<file path="src/rtl/apb_pkg.sv">
// Shared types and constants for the APB master bridge.
//   apb_state_e : transfer FSM state (idle, setup phase, access phase)
//   SEL_W       : width of the slave-index field decoded from the address
//   SLV_IDX*    : slave-index values of the four-slave subsystem
package apb_pkg;

  typedef enum logic [1:0] {
    StIdle   = 2'd0,
    StSetup  = 2'd1,
    StAccess = 2'd2
  } apb_state_e;

  localparam int unsigned SEL_W = 2;

  localparam logic [SEL_W-1:0] SLV_IDX0 = 2'd0;
  localparam logic [SEL_W-1:0] SLV_IDX1 = 2'd1;
  localparam logic [SEL_W-1:0] SLV_IDX2 = 2'd2;
  localparam logic [SEL_W-1:0] SLV_IDX3 = 2'd3;

endpackage

</file>
<file path="src/rtl/apb_timeout_ctr.sv">
// PREADY timeout counter for the APB access phase.
// Ports:
//   PCLK      : clock, rising edge
//   PRESET    : synchronous active-high reset
//   clear_i   : zero the count (asserted the cycle before ACCESS starts)
//   enable_i  : count this cycle (ACCESS with PREADY low)
//   expired_o : the current ACCESS cycle is the last one allowed without PREADY
module apb_timeout_ctr #(
  parameter int unsigned TIMEOUT = 16
) (
  input  logic PCLK,
  input  logic PRESET,
  input  logic clear_i,
  input  logic enable_i,
  output logic expired_o
);

  localparam int unsigned CntW = (TIMEOUT > 1) ? $clog2(TIMEOUT) : 1;
  localparam logic [CntW-1:0] CntMax = CntW'(TIMEOUT - 1);

  logic [CntW-1:0] cnt_q;

  // Saturates at CntMax so a stalled enable can never wrap back to a small count.
  always_ff @(posedge PCLK) begin
    if (PRESET || clear_i) begin
      cnt_q <= '0;
    end else if (enable_i && (cnt_q != CntMax)) begin
      cnt_q <= cnt_q + CntW'(1);
    end
  end

  assign expired_o = enable_i && (cnt_q == CntMax);

endmodule

</file>
<file path="src/rtl/apb_master_bridge.sv">
// APB initiator: turns single valid/ready read/write commands into one APB transfer each
// (SETUP then ACCESS), decodes the slave index into cs/PSEL1/PSEL2 and reports read data
// and error status as a one-cycle response pulse. Hung transfers end after TIMEOUT
// ACCESS cycles without PREADY.
// Ports:
//   PCLK, PRESET                 : clock and synchronous active-high reset
//   cmd_valid/cmd_ready          : request handshake (cmd_ready is combinational on PREADY)
//   cmd_write/cmd_addr/cmd_wdata : request contents
//   rsp_valid/rsp_rdata/rsp_err  : completion pulse, read data, slave error or timeout
//   cs, PSEL1, PSEL2             : subsystem select and slave index bits [1]/[0]
//   PENABLE/PWRITE/PADDR/PWDATA  : APB request signals (registered)
//   PRDATA/PREADY/slverr         : OR-combined slave returns
module apb_master_bridge
  import apb_pkg::*;
#(
  parameter int unsigned ADDR_W  = 64,
  parameter int unsigned DATA_W  = 64,
  parameter int unsigned SEL_LSB = 62,
  parameter int unsigned TIMEOUT = 16
) (
  input  logic              PCLK,
  input  logic              PRESET,
  input  logic              cmd_valid,
  output logic              cmd_ready,
  input  logic              cmd_write,
  input  logic [ADDR_W-1:0] cmd_addr,
  input  logic [DATA_W-1:0] cmd_wdata,
  output logic              rsp_valid,
  output logic [DATA_W-1:0] rsp_rdata,
  output logic              rsp_err,
  output logic              cs,
  output logic              PSEL1,
  output logic              PSEL2,
  output logic              PENABLE,
  output logic              PWRITE,
  output logic [ADDR_W-1:0] PADDR,
  output logic [DATA_W-1:0] PWDATA,
  input  logic [DATA_W-1:0] PRDATA,
  input  logic              PREADY,
  input  logic              slverr
);

  apb_state_e        state_q;
  logic              rsp_valid_q;
  logic [DATA_W-1:0] rsp_rdata_q;
  logic              rsp_err_q;
  logic              cs_q;
  logic              psel1_q;
  logic              psel2_q;
  logic              penable_q;
  logic              pwrite_q;
  logic [ADDR_W-1:0] paddr_q;
  logic [DATA_W-1:0] pwdata_q;

  logic             accept;
  logic             expired;
  logic             ctr_clear;
  logic             ctr_enable;
  logic [SEL_W-1:0] idx;

  // Ready in ACCESS only when the current transfer completes normally, which lets the
  // next command go straight to SETUP; a timeout never accepts.
  assign cmd_ready  = (state_q == StIdle) || ((state_q == StAccess) && PREADY);
  assign accept     = cmd_valid && cmd_ready;
  assign idx        = cmd_addr[SEL_LSB +: SEL_W];
  assign ctr_clear  = (state_q == StSetup);
  assign ctr_enable = (state_q == StAccess) && !PREADY;

  apb_timeout_ctr #(
    .TIMEOUT (TIMEOUT)
  ) u_timeout_ctr (
    .PCLK      (PCLK),
    .PRESET    (PRESET),
    .clear_i   (ctr_clear),
    .enable_i  (ctr_enable),
    .expired_o (expired)
  );

  always_ff @(posedge PCLK) begin
    if (PRESET) begin
      state_q     <= StIdle;
      rsp_valid_q <= 1'b0;
      rsp_rdata_q <= '0;
      rsp_err_q   <= 1'b0;
      cs_q        <= 1'b0;
      psel1_q     <= 1'b0;
      psel2_q     <= 1'b0;
      penable_q   <= 1'b0;
      pwrite_q    <= 1'b0;
      paddr_q     <= '0;
      pwdata_q    <= '0;
    end else begin
      rsp_valid_q <= 1'b0;
      unique case (state_q)
        StIdle: begin
        end
        StSetup: begin
          state_q   <= StAccess;
          penable_q <= 1'b1;
        end
        StAccess: begin
          // PREADY takes priority over a timeout landing in the same cycle.
          if (PREADY || expired) begin
            rsp_valid_q <= 1'b1;
            rsp_err_q   <= PREADY ? slverr : 1'b1;
            rsp_rdata_q <= (PREADY && !pwrite_q) ? PRDATA : '0;
            state_q     <= StIdle;
            cs_q        <= 1'b0;
            psel1_q     <= 1'b0;
            psel2_q     <= 1'b0;
            penable_q   <= 1'b0;
          end
        end
        default: begin
          state_q <= StIdle;
        end
      endcase
      // Placed last so a back-to-back accept overrides the return to idle above.
      if (accept) begin
        state_q   <= StSetup;
        cs_q      <= 1'b1;
        psel1_q   <= idx[1];
        psel2_q   <= idx[0];
        penable_q <= 1'b0;
        pwrite_q  <= cmd_write;
        paddr_q   <= cmd_addr;
        pwdata_q  <= cmd_wdata;
      end
    end
  end

  assign rsp_valid = rsp_valid_q;
  assign rsp_rdata = rsp_rdata_q;
  assign rsp_err   = rsp_err_q;
  assign cs        = cs_q;
  assign PSEL1     = psel1_q;
  assign PSEL2     = psel2_q;
  assign PENABLE   = penable_q;
  assign PWRITE    = pwrite_q;
  assign PADDR     = paddr_q;
  assign PWDATA    = pwdata_q;

endmodule

</file>
<file path="config.mk">
export PLATFORM = sky130hd
export DESIGN_NAME = apb_master_bridge
export DESIGN_NICKNAME = d
export VERILOG_FILES = /design/src/rtl/apb_pkg.sv /design/src/rtl/apb_timeout_ctr.sv /design/src/rtl/apb_master_bridge.sv
export SDC_FILE = /design/constraint.sdc
export NUM_CORES = 1
export LEC_CHECK = 0
export ABC_CLOCK_PERIOD_IN_PS = 4600
export CAP_MARGIN = 25
export CORE_AREA = 2 2 156 158
export CTS_CLUSTER_SIZE = 12
export DETAILED_ROUTE_END_ITERATION = 6
export DIE_AREA = 0 0 158 160
export DONT_BUFFER_PORTS = 1
export PLACE_DENSITY_LB_ADDON = 0.25
export SYNTH_ARGS = -nofsm -noshare
export SYNTH_HDL_FRONTEND = slang
export SYNTH_SLANG_ARGS = --single-unit
</file>
<file path="constraint.sdc">
create_clock -name PCLK -period 4.6 [get_ports PCLK]
set_input_delay 1.15 -clock PCLK [delete_from_list [all_inputs] [get_ports PCLK]]
set_output_delay 1.15 -clock PCLK [all_outputs]
set_load 0.02 [all_outputs]
</file>
Yosys cells after proc, flatten, opt, wreduce, memory -nomap -nowiden
Index checks and enable logic that the tools add are counted.
Storage, ports and cells
  bits in registers: 205
  output and inout bits: 200
  logic and storage cells: 57
  input bits: 198
Cells by class
  bitwise operators: 2
  reduce and logical (&&, ||, !) cells: 22
  muxes and demuxes: 12
  add/subtract/negate cells: 1
  equal/unequal tests: 7
Operators with widths (number)
  2-to-1 mux 64 bit: 1
  AND reduction 2 bit: 5
  2-to-1 mux 1 bit: 8
  logical AND 1 bit: 6
  case mux 2 bit (3 select lines): 1
  nonzero test 2 bit: 3
  adder 4 x 1 -> 4 bit (second input constant): 1
  == test 4 bit (second input constant): 1
  != test 4 bit (second input constant): 1
  OR reduction 2 bit: 2
  logical OR 1 bit: 3
  != test 3 x 2 -> 1 bit (second input constant): 1
  == test 2 x 1 -> 1 bit (second input constant): 1
  == test 2 bit (second input constant): 1
  logical NOT 1 bit: 2
  logical NOT 2 bit: 1
  2-to-1 mux 2 bit: 1
  != test 2 x 1 -> 1 bit (second input constant): 1
  != test 2 bit (second input constant): 1
  NOT 1 bit: 2
  case mux 1 bit (2 select lines): 1

Longest topological paths before layout
Gate-level depths: netlist of the first run.
  depth after elaboration: 7
  mapped depth: 6
  depth with buffers taken out: 4

Modules after synthesis
Synthesis of the first run repeated with hierarchy kept, for this count alone.
Unflattened totals
  cells, all modules: 488
  area total of the unflattened synthesis: 6302.3 um^2
By module, submodules not included
  apb_master_bridge: cells each 465, area an instance 6110.9 um^2, instances 1, seq. area each 4023.9 um^2
  apb_timeout_ctr: cells each 23, area an instance 191.4 um^2, instances 1, seq. area each 80.1 um^2

Least setup slack after synthesis of the first run
Ideal clock, no wire load.
  path kind: input -> output
  from: input port PREADY
  to: output port cmd_ready
  cell stages on the path: 2
  path buffers: 0
  slack: 1.961 ns
  required time: 3.450 ns
  arrival time: 1.489 ns
  cells stage by stage: nor2b_1 -> nor2_1
On the way
  word-level cells in the longest chain between the ends: 2
RTL lines
  start: declaration: line apb_master_bridge.sv:39  | input logic PREADY,
  logical AND 1 bit: line apb_master_bridge.sv:63  | assign cmd_ready = (state_q == StIdle) || ((state_q == StAccess) && PREADY);
  logical OR 1 bit: line apb_master_bridge.sv:63
  end: declaration: line apb_master_bridge.sv:24  | output logic cmd_ready,
No other way between the ends.

Worst setup path in the final report of the first run
Ends and elaborated chain as after synthesis.

==> key figures, run 1 <==
STA
  • Period Utilization, post-route: 61.0%
  • Final hold vios: 0
  • Relative slew slack: 35.4%
  • Finish-stage setup viols: 0
  • Final slew viol count: 0
  • Worst Clk Skew: 13.7 ps
  • RSZ-0062 raised after global routing: no
  • Max Freq: 357 MHz
  • WHS: 525 ps
  • Fin Setup TNS: 0 ps
  • Slew of the pin with the lowest slew margin: 965 ps
  • Setup ws final: 1800 ps
  • Final min period: 2800 ps

Critical path
  • Critical path arrival: 1650 ps
  • Req. time, crit path: 3450 ps
  • Flop2flop setup slack: 2240 ps
  • CP max stage cell: nor2b_1
  • Critical path cell sequence: nor2b_1 > nor2_1
  • CP top delay family: simple AND/OR/NAND/NOR gates
  • Max FO, Critical Path: 6
  • CP Capture Type: primary output
  • WS Path Type: in2out
  • CP Launch Type: input port
  • CP max stage delay: 300 ps
  • WP buf/inv: 0

Placed design
  • DPL Wire Length: 12600 um
  • Dpl ws: 1790 ps
  • IO buf count: 0
  • Gp weighted congestion: 0.736

Synthesis
  • FF+latch count, synth: 205
  • Cells after Synth: 619
  • Leading area contributor after synthesis: dfxtp_1
  • Most numerous cell in the Yosys netlist: dfxtp_1
  • Syn Area/Cell: 11.1 sq um
  • Leading post-synthesis cells by instance count: 205 x dfxtp_1, 130 x nand2_1, 129 x a22o_1
  • Area share of the largest cell type after synthesis: 59.9%
  • EDFF count, synth: 0
  • Synthesized cell area: 0.00685 sq mm
  • Yosys cell types: 34
  • FFs w/ async S/R, synth: 0%
  • Sequential area share after synthesis: 59.9%
  • Ys Warns: 0
  • Area contributors post-synth: dfxtp_1 60%, a22o_1 16%, mux2i_1 9.4%, nand2_1 7.1%, buf_2 1.9%
  • Synth Flop Type: dfxtp_1
  • Mapped Nets: 818

Final layout
  • # fillers: 2386
  • # diodes: 0
  • Area delta synth->final: 15.7%
  • Reg area: 0.00410 sq mm
  • Proportion of layout cells with a drive suffix above 1: 8.77%
  • Fin util: 33.3%
  • Area of the multi-input gates: 0.00253 sq mm
  • Nets: 800

Clock tree
  • CTS root buf: clkbuf_16
  • PostCTS Resize Cnt: 0
  • Postcts setup bufs: 0
  • H-tree levels: 1
  • CTS Buf Count: 23
  • Clock latency on the worst-skew pair: 510 ps
  • CTS tree: done
  • Max Buffers Root-to-Sink: 3
  • Sink Count: 205
  • Post-CTS Hold Fix Bufs: 0
  • Worst-path clk slew: 50 ps

GRT
  • Initial antenna violation count: 0
  • First-pass GRT wire length: 25500 um
  • Largest net degree at the start of global routing: 88
  • Vias in the first global route: 4534
  • All-Layer GR Usage: 12.6%
  • GR Overflow Total: 0

Pwr
  • Worst IR Drop VDD: 274 uV
  • Cell area power density: 511 mW/mm^2
  • Total power draw: 4040 uW
  • Pleak: 0.00336 uW

Run
  • Max Cap Viol: 0

Floorplanning
  • Die height: 160 um
  • DIE AREA: 0.0253 sq mm
  • Die X-Extent: 158 um
  • Core area: 0.0238 sq mm
  • Ports: 398
  • Initial Util: 28.8%
  • Placement row count: 57

Routing
  • Starting DRT DRC Count: 287
  • Via count: 4644
  • Detailed Route WL: 18000 um
  • Wire length per cell: 19.1 um
  • Drt drc: 0
  • Antenna viol nets, final: 0
  • Vias per inst: 4.94
  • TritonRoute pass-1 iters: 4

Min path
  • Min-delay worst type: reg2reg

Run status
  • Outcome: completed
## worst paths after layout
kind | startpoint | to | cells after the start
worst min register to register | u_timeout_ctr.cnt_q[3] | u_timeout_ctr.cnt_q[3] | 2
worst max register to register | u_timeout_ctr.cnt_q[0] | rsp_rdata[32] | 5
worst min-delay path | u_timeout_ctr.cnt_q[3] | u_timeout_ctr.cnt_q[3] | 2
worst max-delay path | PREADY | cmd_ready | 2
## cells by family (layout without fill, tap and decap cells)
group | after synthesis | in the layout | share of synthesized area (%)
compound gates | 143 | 143 | 17.9
fa+ha+maj | 1 | 1 | 0.183
buf+inv | 56 | 53 | 3.56
flops | 205 | 205 | 59.9
mux | 64 | 64 | 9.35
simple gates | 150 | 150 | 9.12
## metrics by stage
step	std cells	area, sq um
finish	940	7920
global route	940	7920
CTS	940	7920
detailed placement	900	7140
global placement	900	7140
floorplan	619	6850
## metal layers
layer,wire length [um],track usage (%)
met1,6480,13.2
met2,8700,22.1
met3,2380,5.89
met4,429,4.05
met5,0,0
## layout by cell type (no fill, tap or decap), types with 2 or more instances in the layout
cell and count:
buf_4 8, inv_1 3, nor2_1 2, a32o_1 2, clkbuf_1 3, a22o_1 129
mux2i_1 64, clkbuf_16 23, a21oi_1 4, o21ai_0 3, clkbuf_8 11, dfxtp_1 205
nand2_1 130, and3_1 2, nor2b_1 2
## worst register-to-register path, delay by kind of cell (launching register included)
| kind | cells | cell delay, ps |
|---|---|---|
| buf+inv | 1 | 370 |
| simple gates | 1 | 270 |
| compound gates | 1 | 770 |
| mux | 1 | 290 |
| fa+ha+maj | 1 | 250 |
| flops | 1 | 340 |
## state kept, by name, summed over array words and instances (netlist names)
name	count
PSEL1	1
rsp_err	1
rsp_valid	1
rsp_rdata	64
PWDATA	64
PSEL2	1
u_timeout_ctr.cnt_q	4
PENABLE	1
PWRITE	1
state_q	2
PADDR	64
cs	1
## report_power, final
group	internal, uW	switching (uW)	leakage (uW)
Clock	1150	694	0.000389
Sequential	1860	164	0.00167
Combinational	79.7	99.2	0.00130
## area by class of cell
class | instances | area share (%)
repair buffers | 9 | 1.01
well taps | 324 | 5.12
clock buffers | 37 | 9.32
clock inverters | 3 | 0.600
flip-flops and latches | 205 | 51.8
multi-input cells | 358 | 32.0
inverters | 4 | 0.190
Note: power is estimated with default switching activity, not from simulation.
==> inputs of run 2 (changes only) <==
ABC_CLOCK_PERIOD_IN_PS = 2300   (was 4600)
clock period = 2.3 ns   (was 4.6 ns; I/O delays follow)
==> key figures, run 2 (synthesis results as in run 1) <==
Final layout
  • Non-filler cells, final: 943
  • Nets: 805
  • Proportion of layout cells with a drive suffix above 1: 9.05%
  • Area delta synth->final: 16.3%
  • Most common cell after layout, fill and taps aside: dfxtp_1
  • Most frequent cells in the layout: 205 x dfxtp_1, 130 x nand2_1, 129 x a22o_1
  • # diodes: 0

GRT
  • Vias in the first global route: 4657
  • Largest net degree at the start of global routing: 66
  • GR Overflow Total: 0
  • All-Layer GR Usage: 12.9%
  • First-pass GRT wire length: 26200 um
  • Initial antenna violation count: 0

Critical path
  • Critical path depth: 2
  • Req. time, crit path: 1730 ps
  • CP Capture Type: primary output
  • Max FO, Critical Path: 5
  • CP max stage delay: 370 ps
  • CP top delay family: simple AND/OR/NAND/NOR gates
  • Flop2flop setup slack: 500 ps
  • WP buf/inv: 0
  • WS Path Type: reg2out
  • R2R depth: 5
  • CP Launch Type: register
  • R2r startpoint: u_timeout_ctr.cnt_q[0]
  • CP max stage cell: dfxtp_1
  • Critical Path Start: state_q[1]
  • Critical path arrival: 1450 ps
  • FF-to-FF End: rsp_rdata[44]
  • Worst Setup EP: cmd_ready
  • Critical path cell sequence: nor2b_1 > nor2_1

Routing
  • Wire length on met3: 2220 um
  • Top routing layer in use: met4
  • Detailed Route WL: 18200 um
  • Met2 Wirelength: 9120 um
  • Wire length per cell: 19.3 um
  • Drt drc: 0
  • WL met1: 6490 um
  • Vias per inst: 4.93
  • TritonRoute pass-1 iters: 7
  • Via count: 4647
  • Antenna viol nets, final: 0
  • Starting DRT DRC Count: 270

Clock tree
  • CTS Buf Count: 23
  • Max Buffers Root-to-Sink: 3
  • CTS tree: done
  • PostCTS Resize Cnt: 0
  • H-tree levels: 1
  • CTS root buf: clkbuf_16
  • Postcts setup bufs: 0
  • Post-CTS Hold Fix Bufs: 0
  • Worst-path clk slew: 60 ps
  • Sink Count: 205
  • Clock latency on the worst-skew pair: 500 ps

Floorplanning
  • DIE AREA: 0.0253 sq mm
  • Initial Util: 28.8%
  • Die height: 160 um
  • Core area: 0.0238 sq mm
  • Die X-Extent: 158 um
  • Ports: 398
  • Placement row count: 57

STA
  • Max Freq: 495 MHz
  • Fin Setup TNS: 0 ps
  • Finish-stage setup viols: 0
  • Setup ws final: 279 ps
  • Slew of the pin with the lowest slew margin: 446 ps
  • RSZ-0062 raised after global routing: no
  • Final min period: 2020 ps
  • Final hold vios: 0
  • Relative slew slack: 70.2%
  • Worst Clk Skew: 11.3 ps
  • Period Utilization, post-route: 87.9%
  • Final slew viol count: 0

Pwr
  • Worst IR Drop VDD: 465 uV
  • Cell area power density: 1000 mW/mm^2
  • Pleak: 0.00338 uW

Min path
  • Hold_sp: PRESET
  • Min-delay worst type: in2reg
  • Hold Path Stages: 1

Placed design
  • DPL Wire Length: 13100 um
  • IO buf count: 0
  • Dpl ws: 486 ps
  • Gp weighted congestion: 0.712
  • Dpl cells: 905

Run status
  • Outcome: completed

Run
  • Max Cap Viol: 0
[run 2: changes by cell type in the layout (fill, tap and decap cells not counted), sizes merged]
cell,previous run,this run
buf,9,14
bufinv,1,2
clkbuf,37,30
clkinv,1,4
clkinvlp,0,1
[run 2: worst min path at each step]
stage	end	slack, ps
2_1_floorplan	u_timeout_ctr.cnt_q[3]	450
3_3_place_gp	u_timeout_ctr.cnt_q[3]	460
3_5_place_dp	u_timeout_ctr.cnt_q[3]	490
4_1_cts	rsp_valid	120
5_1_grt	rsp_valid	110
6_report	rsp_valid	140
[run 2: worst reg2reg max path, delay by kind of cell (launching register included)]
| kind | cells | cell delay (ps) |
|---|---|---|
| multiplexers | 1 | 310 |
| adder cells (fa/ha/maj) | 1 | 250 |
| buffers and inverters | 1 | 340 |
| flip-flops | 1 | 330 |
| AND/OR/NAND/NOR | 1 | 280 |
| AO/OA/AOI/OAI | 1 | 210 |
[run 2: final cells by class]
type,count,area (sq um)
clock buffer,30,632
inverter,4,15.0
clock inverter,8,96.3
timing repair buffer,14,180
sequential,205,4100
multi-input combinational,358,2530
fill,2385,15900
tap,324,405
[run 2: power breakdown]
group	switching [uW]	total (uW)	internal, uW
clock	1380	3530	2140
sequential	330	4050	3720
combinational	205	386	181
[run 2: through the flow]
stage          power, uW  hold WS [ps]  utilization [%]  area [sq um]
6_report            7960           139             33.4          7960
5_1_grt             8290           113             33.4          7960
4_1_cts             8080           115             33.4          7960
3_5_place_dp        4520           491             30.4          7240
3_3_place_gp        4500           464             30.4          7240
2_1_floorplan       4380           455                -          6850
[run 2: per-layer routing]
layer | up-vias | GRT usage [%]
li1 | 2174 | -
met1 | 2182 | 13.1
met2 | 261 | 23.8
met3 | 30 | 5.59
met4 | 0 | 3.73
met5 | - | 0
==> edit 1: new RTL, settings of run 1 <==
Change the parameter `DATA_W` from 64 to 96.
--- a/src/rtl/apb_master_bridge.sv
+++ b/src/rtl/apb_master_bridge.sv
@@ -15,5 +15,5 @@
 #(
   parameter int unsigned ADDR_W  = 64,
-  parameter int unsigned DATA_W  = 64,
+  parameter int unsigned DATA_W  = 96,
   parameter int unsigned SEL_LSB = 62,
   parameter int unsigned TIMEOUT = 16
Ports: changed (resized PRDATA, PWDATA, cmd_wdata and rsp_rdata); port bits go from 398 to 526. No check against the original RTL was run, so the function may have changed too.
==> edit 1 against run 1 <==
  * Highest routed layer is now met5
  * Sequential cell count rose by 64
  * Critical path type unchanged
  * Power up 25%
  * Final area increased by 28%
  * Largest cell class unchanged
  * First-iteration DRC count is 5.2% higher
  * Non-clock buffer count is the same
  * Area after synthesis increased by 32%
  * Final cell count up 21%
  * Worst setup slack improved by 74 ps
  * Wire length rose by 50%
==> edit 1: results (changes against run 1) <==
Post-CTS Setup Inserts: 0 (unchanged)
Share of post-route cells with drive strength above 1: 0.0664 (was 0.0877)
H-tree Lvls: 1 (unchanged)
Worst setup slack before clock tree synthesis: 1860 ps (was 1790 ps)
Resized cells post-CTS: 0 (unchanged)
Most common library cells after synthesis: 269 x dfxtp_1, 194 x nand2_1, 161 x a22o_1 (was 205 x dfxtp_1, 130 x nand2_1, 129 x a22o_1)
Standard cell with the maximum stage delay on the critical path: nor2_1 (was nor2b_1)
Largest delay share family, worst path: simple AND/OR/NAND/NOR gates (unchanged)
Sequential cell area fraction in the yosys report: 0.595 (was 0.599)
Most instantiated library cell after synthesis: dfxtp_1 (unchanged)
Mean routed wirelength per cell: 23.8 um (was 19.1 um)
Skew-Pair Late Insertion Delay: 530 ps (was 510 ps)
Clock slew at reported path FFs: 60 ps
Status: finished clean (unchanged)
Max Clock Skew: 10.7 ps (was 13.7 ps)
Slew at the pin with the worst max-slew slack: 997 ps (was 965 ps)
Number of search-and-repair iterations in the first detailed-routing pass: 6 (was 4)
Final GP Congestion: 0.800 (was 0.736)
Flip-flop and latch count after synthesis: 269 (was 205)
Asr flop ratio synth: 0 (unchanged)
Slowest stage delay, CP: 370 ps (was 300 ps)
Number of buffers inserted during clock tree synthesis: 28 (was 23)
Quantity of hold-fixing buffers added after cts: 0 (unchanged)
CTS Root Buffer Type: clkbuf_16 (unchanged)
Maximum ir drop on the vdd rail: 258 uV (was 274 uV)
Overall via count from detail_route: 6111 (was 4644)
Via count of the first global-routing pass: 6042 (was 4534)
Global-route usage over all layers: 0.196 (was 0.126)
Max Transition Viols Final: 0 (unchanged)
Pleak: 4.41 nW (was 3.36 nW)
Post-DP HPWL: 19.4 mm (was 12.6 mm)
Maximum number of pins on one net before global-route repair: 94 (was 88)
First-pass GRT wire length: 37.7 mm (was 25.5 mm)
Antenna violations before repair: 2 (was 0)
Nets in the synthesized netlist: 1090 (was 818)
Main area contributors after synthesis: dfxtp_1 60%, a22o_1 16%, mux2i_1 11% (was dfxtp_1 60%, a22o_1 16%, mux2i_1 9.4%)
Count of routing violations after the opening detailed-route iteration: 302 (was 287)
Unique cell type count in the Yosys netlist: 33 (was 34)
Number of synthesis warnings: 0 (unchanged)
Arrival @ worst endpoint: 1580 ps (was 1650 ps)
[edit 1: final timing paths]
| kind | start | end | slack (ps) | cells past startpoint |
|---|---|---|---|---|
| setup / recovery | PREADY | cmd_ready | 1870 | 2 |
| hold / removal | u_timeout_ctr.cnt_q[1]$_SDFFE_PP0P_ | u_timeout_ctr.cnt_q[1]$_SDFFE_PP0P_ | 510 | 2 |
| setup reg to reg | u_timeout_ctr.cnt_q[0]$_SDFFE_PP0P_ | rsp_rdata[87]$_SDFFE_PP0P_ | 2360 | 5 |
| hold reg to reg | u_timeout_ctr.cnt_q[1]$_SDFFE_PP0P_ | u_timeout_ctr.cnt_q[1]$_SDFFE_PP0P_ | 510 | 2 |
[edit 1: cell families after synthesis]
family          Yosys count  share of synthesized area
compound gates          175                      0.166
fa+ha+maj                 1                    0.00138
buf+inv                  72                     0.0361
flops                   269                      0.595
mux                      96                      0.106
simple gates            214                     0.0951
[edit 1: final cells by class]
cell class	instances	area, um2
flip-flops and latches	269	5390
clock buffers	41	831
fillers	2287	13700
repair buffers	9	105
well taps	324	405
multi-input cells	486	3370
clock inverters	4	45.0
inverters	4	15.0
[edit 1: through the flow]
stage | instances | hold WS, ps | utilization | cell area [um2]
2_1_floorplan | 827 | 455 | - | 9050
3_3_place_gp | 1092 | 474 | 0.390 | 9280
3_5_place_dp | 1092 | 486 | 0.390 | 9280
4_1_cts | 1137 | 498 | 0.426 | 10200
5_1_grt | 1137 | 525 | 0.426 | 10200
6_report | 1137 | 507 | 0.426 | 10200
[edit 1: layer usage]
metal / vias up / wire length [um] / GRT usage
met5: - / 30 / 0
met4: 4 / 796 / 0.0663
met3: 61 / 3050 / 0.0790
met2: 348 / 13000 / 0.338
met1: 2847 / 10100 / 0.217
li1: 2851 / - / -
[edit 1: worst register-to-register path, cell delays in order (launching register included)]
cell and delay (ps):
dfxtp_1 330, ha_1 250, and3_1 280, o21ai_4 390, buf_12 540, mux2i_1 390
[edit 1: power breakdown]
group	switching (mW)	total, mW	leakage (nW)	internal [mW]
logic	0.131	0.234	1.78	0.103
registers	0.211	2.65	2.20	2.43
clock network	0.876	2.16	0.433	1.29
total	1.22	5.04	4.41	3.83
==> edit 2: new RTL, flow settings as in run 1 <==
Without the edit above. Reset style: asynchronous (`PRESET`), changed in one clocked block. Comments in the files are not updated.
--- a/src/rtl/apb_master_bridge.sv
+++ b/src/rtl/apb_master_bridge.sv
@@ -77,5 +77,5 @@
   );
 
-  always_ff @(posedge PCLK) begin
+  always_ff @(posedge PCLK or posedge PRESET) begin
     if (PRESET) begin
       state_q     <= StIdle;
Formal check against the unedited RTL: differs if PRESET is asserted again (counterexample within 4 cycles, from zero or initial values and one cycle with PRESET high); with PRESET held inactive, the same outputs for 4 cycles.
==> edit 2 against run 1 <==
  * Sequential share of layout area up 8.0 points
  * Sequential cell count unchanged
  * Wire length down 4.4%
  * Maximum frequency up 3.8%
  * Worst hold slack worse by 15 ps
  * Area after synthesis up 10%
  * Final area up 7.9%
  * Worst setup slack better by 100 ps
  * Clock skew up 2.5 ps
  * Utilization up 2.6 points
  * Highest routed layer unchanged
Power is not compared: it rests on default switching activity, and its combinational part moved more than twofold at a synthesized area within 25%.
==> edit 2: results (changes against run 1) <==
Met2 routing resource usage after global routing: 0.215 (was 0.221)
Standard cell with the maximum stage delay on the critical path: nor2b_1 (unchanged)
Worst setup slack before clock tree synthesis: 1850 ps (was 1790 ps)
Share of post-route cells with drive strength above 1: 0.215 (was 0.0877)
Final GP Congestion: 0.749 (was 0.736)
Worst-path fanout max: 7 (was 6)
Arrival @ worst endpoint: 1550 ps (was 1650 ps)
Count of routing violations after the opening detailed-route iteration: 261 (was 287)
Status: finished clean (unchanged)
Routing usage on met1: 0.139 (was 0.132)
Number of non-filler instances in the completed layout: 802 (was 940)
Average cell area after synthesis: 16.2 um2 (was 11.1 um2)
Global-route usage over all layers: 0.124 (was 0.126)
Max Clock Skew: 16.2 ps (was 13.7 ps)
Post-layout net count: 667 (was 800)
Total inserted antenna cells: 0 (unchanged)
Post-DP HPWL: 12.1 mm (was 12.6 mm)
Post-CTS Setup Inserts: 0 (unchanged)
Vias per Instance: 5.00 (was 4.94)
Pleak: 3.66 nW
Via count of the first global-routing pass: 4289 (was 4534)
Maximum number of pins on one net before global-route repair: 161 (was 88)
Post-detailed-routing wire length: 17.2 mm (was 18.0 mm)
Largest delay share family, worst path: simple AND/OR/NAND/NOR gates (unchanged)
Main area contributors after synthesis: dfrtp_1 67%, mux2_1 9.9%, mux2_2 9.4% (was dfxtp_1 60%, a22o_1 16%, mux2i_1 9.4%)
Slew at the pin with the worst max-slew slack: 939 ps (was 965 ps)
Asr flop ratio synth: 0.980 (was 0)
Number of buffers inserted during clock tree synthesis: 22 (was 23)
Min-delay worst type: reg2reg (unchanged)
Total placed instance area: 0.00787 mm2 (was 0.00714 mm2)
CTS Root Buffer Type: clkbuf_16 (unchanged)
Slowest stage delay, CP: 220 ps (was 300 ps)
Number of placed instances with taps included: 767 (was 900)
Clock slew at reported path FFs: 60 ps
Sequential cell area fraction in the yosys report: 0.678 (was 0.599)
Most common library cells after synthesis: 201 x dfrtp_1, 66 x a22o_1, 66 x mux2_1 (was 205 x dfxtp_1, 130 x nand2_1, 129 x a22o_1)
Unique cell type count in the Yosys netlist: 31 (was 34)
Met3 Resource Use GR: 0.0478 (was 0.0589)
First-pass GRT wire length: 25.0 mm (was 25.5 mm)
[edit 2: path summary, 6_finish.rpt]
check                                                     from                                   to  slack (ps)  cells after the start
max                                                     PREADY                            cmd_ready        1900                      2
min reg2reg                u_timeout_ctr.cnt_q[1]$_SDFFE_PP0P_  u_timeout_ctr.cnt_q[1]$_SDFFE_PP0P_         510                      2
min                        u_timeout_ctr.cnt_q[1]$_SDFFE_PP0P_  u_timeout_ctr.cnt_q[1]$_SDFFE_PP0P_         510                      2
max reg2reg                             state_q[1]$_DFFE_PP0P_                PADDR[55]$_DFFE_PP0P_        2440                      4
min in group asynchronous                               PRESET            rsp_rdata[44]$_DFFE_PP0P_         610                      2
max in group asynchronous                               PRESET               PWDATA[18]$_DFFE_PP0P_        3090                      2
[edit 2: layout make-up]
class / instances / area, um2
inverters: 2 / 11.3
well taps: 324 / 405
clock buffers: 30 / 621
fillers: 2290 / 15300
clock inverters: 4 / 33.8
repair buffers: 6 / 82.6
flip-flops and latches: 205 / 5110
multi-input cells: 231 / 2280
[edit 2: layer usage]
| layer | up-vias | part of all wire | wire, um |
|---|---|---|---|
| li1 | 1697 | - | - |
| met1 | 2009 | 0.35 | 6080 |
| met2 | 273 | 0.50 | 8580 |
| met3 | 33 | 0.12 | 2100 |
| met4 | 0 | 0.025 | 433 |
| met5 | - | 0 | 0 |
[edit 2: cells by family (layout without fill, tap and decap cells)]
logic type,count (synthesis),after routing,share of synthesized area
multiplexers,130,130,0.194
AND/OR/NAND/NOR,23,23,0.0182
buffers and inverters,30,42,0.0217
AO/OA/AOI/OAI,77,77,0.0869
adder cells (fa/ha/maj),1,1,0.00166
flip-flops,205,205,0.678
[edit 2: report_power, final]
part / leakage (nW) / switching [mW] / total [mW] / internal (mW)
clock network: 0.319 / 0.668 / 1.60 / 0.936
registers: 2.47 / 1.13 / 3.48 / 2.35
logic: 0.869 / 0.281 / 0.704 / 0.423
total: 3.66 / 2.08 / 5.79 / 3.71
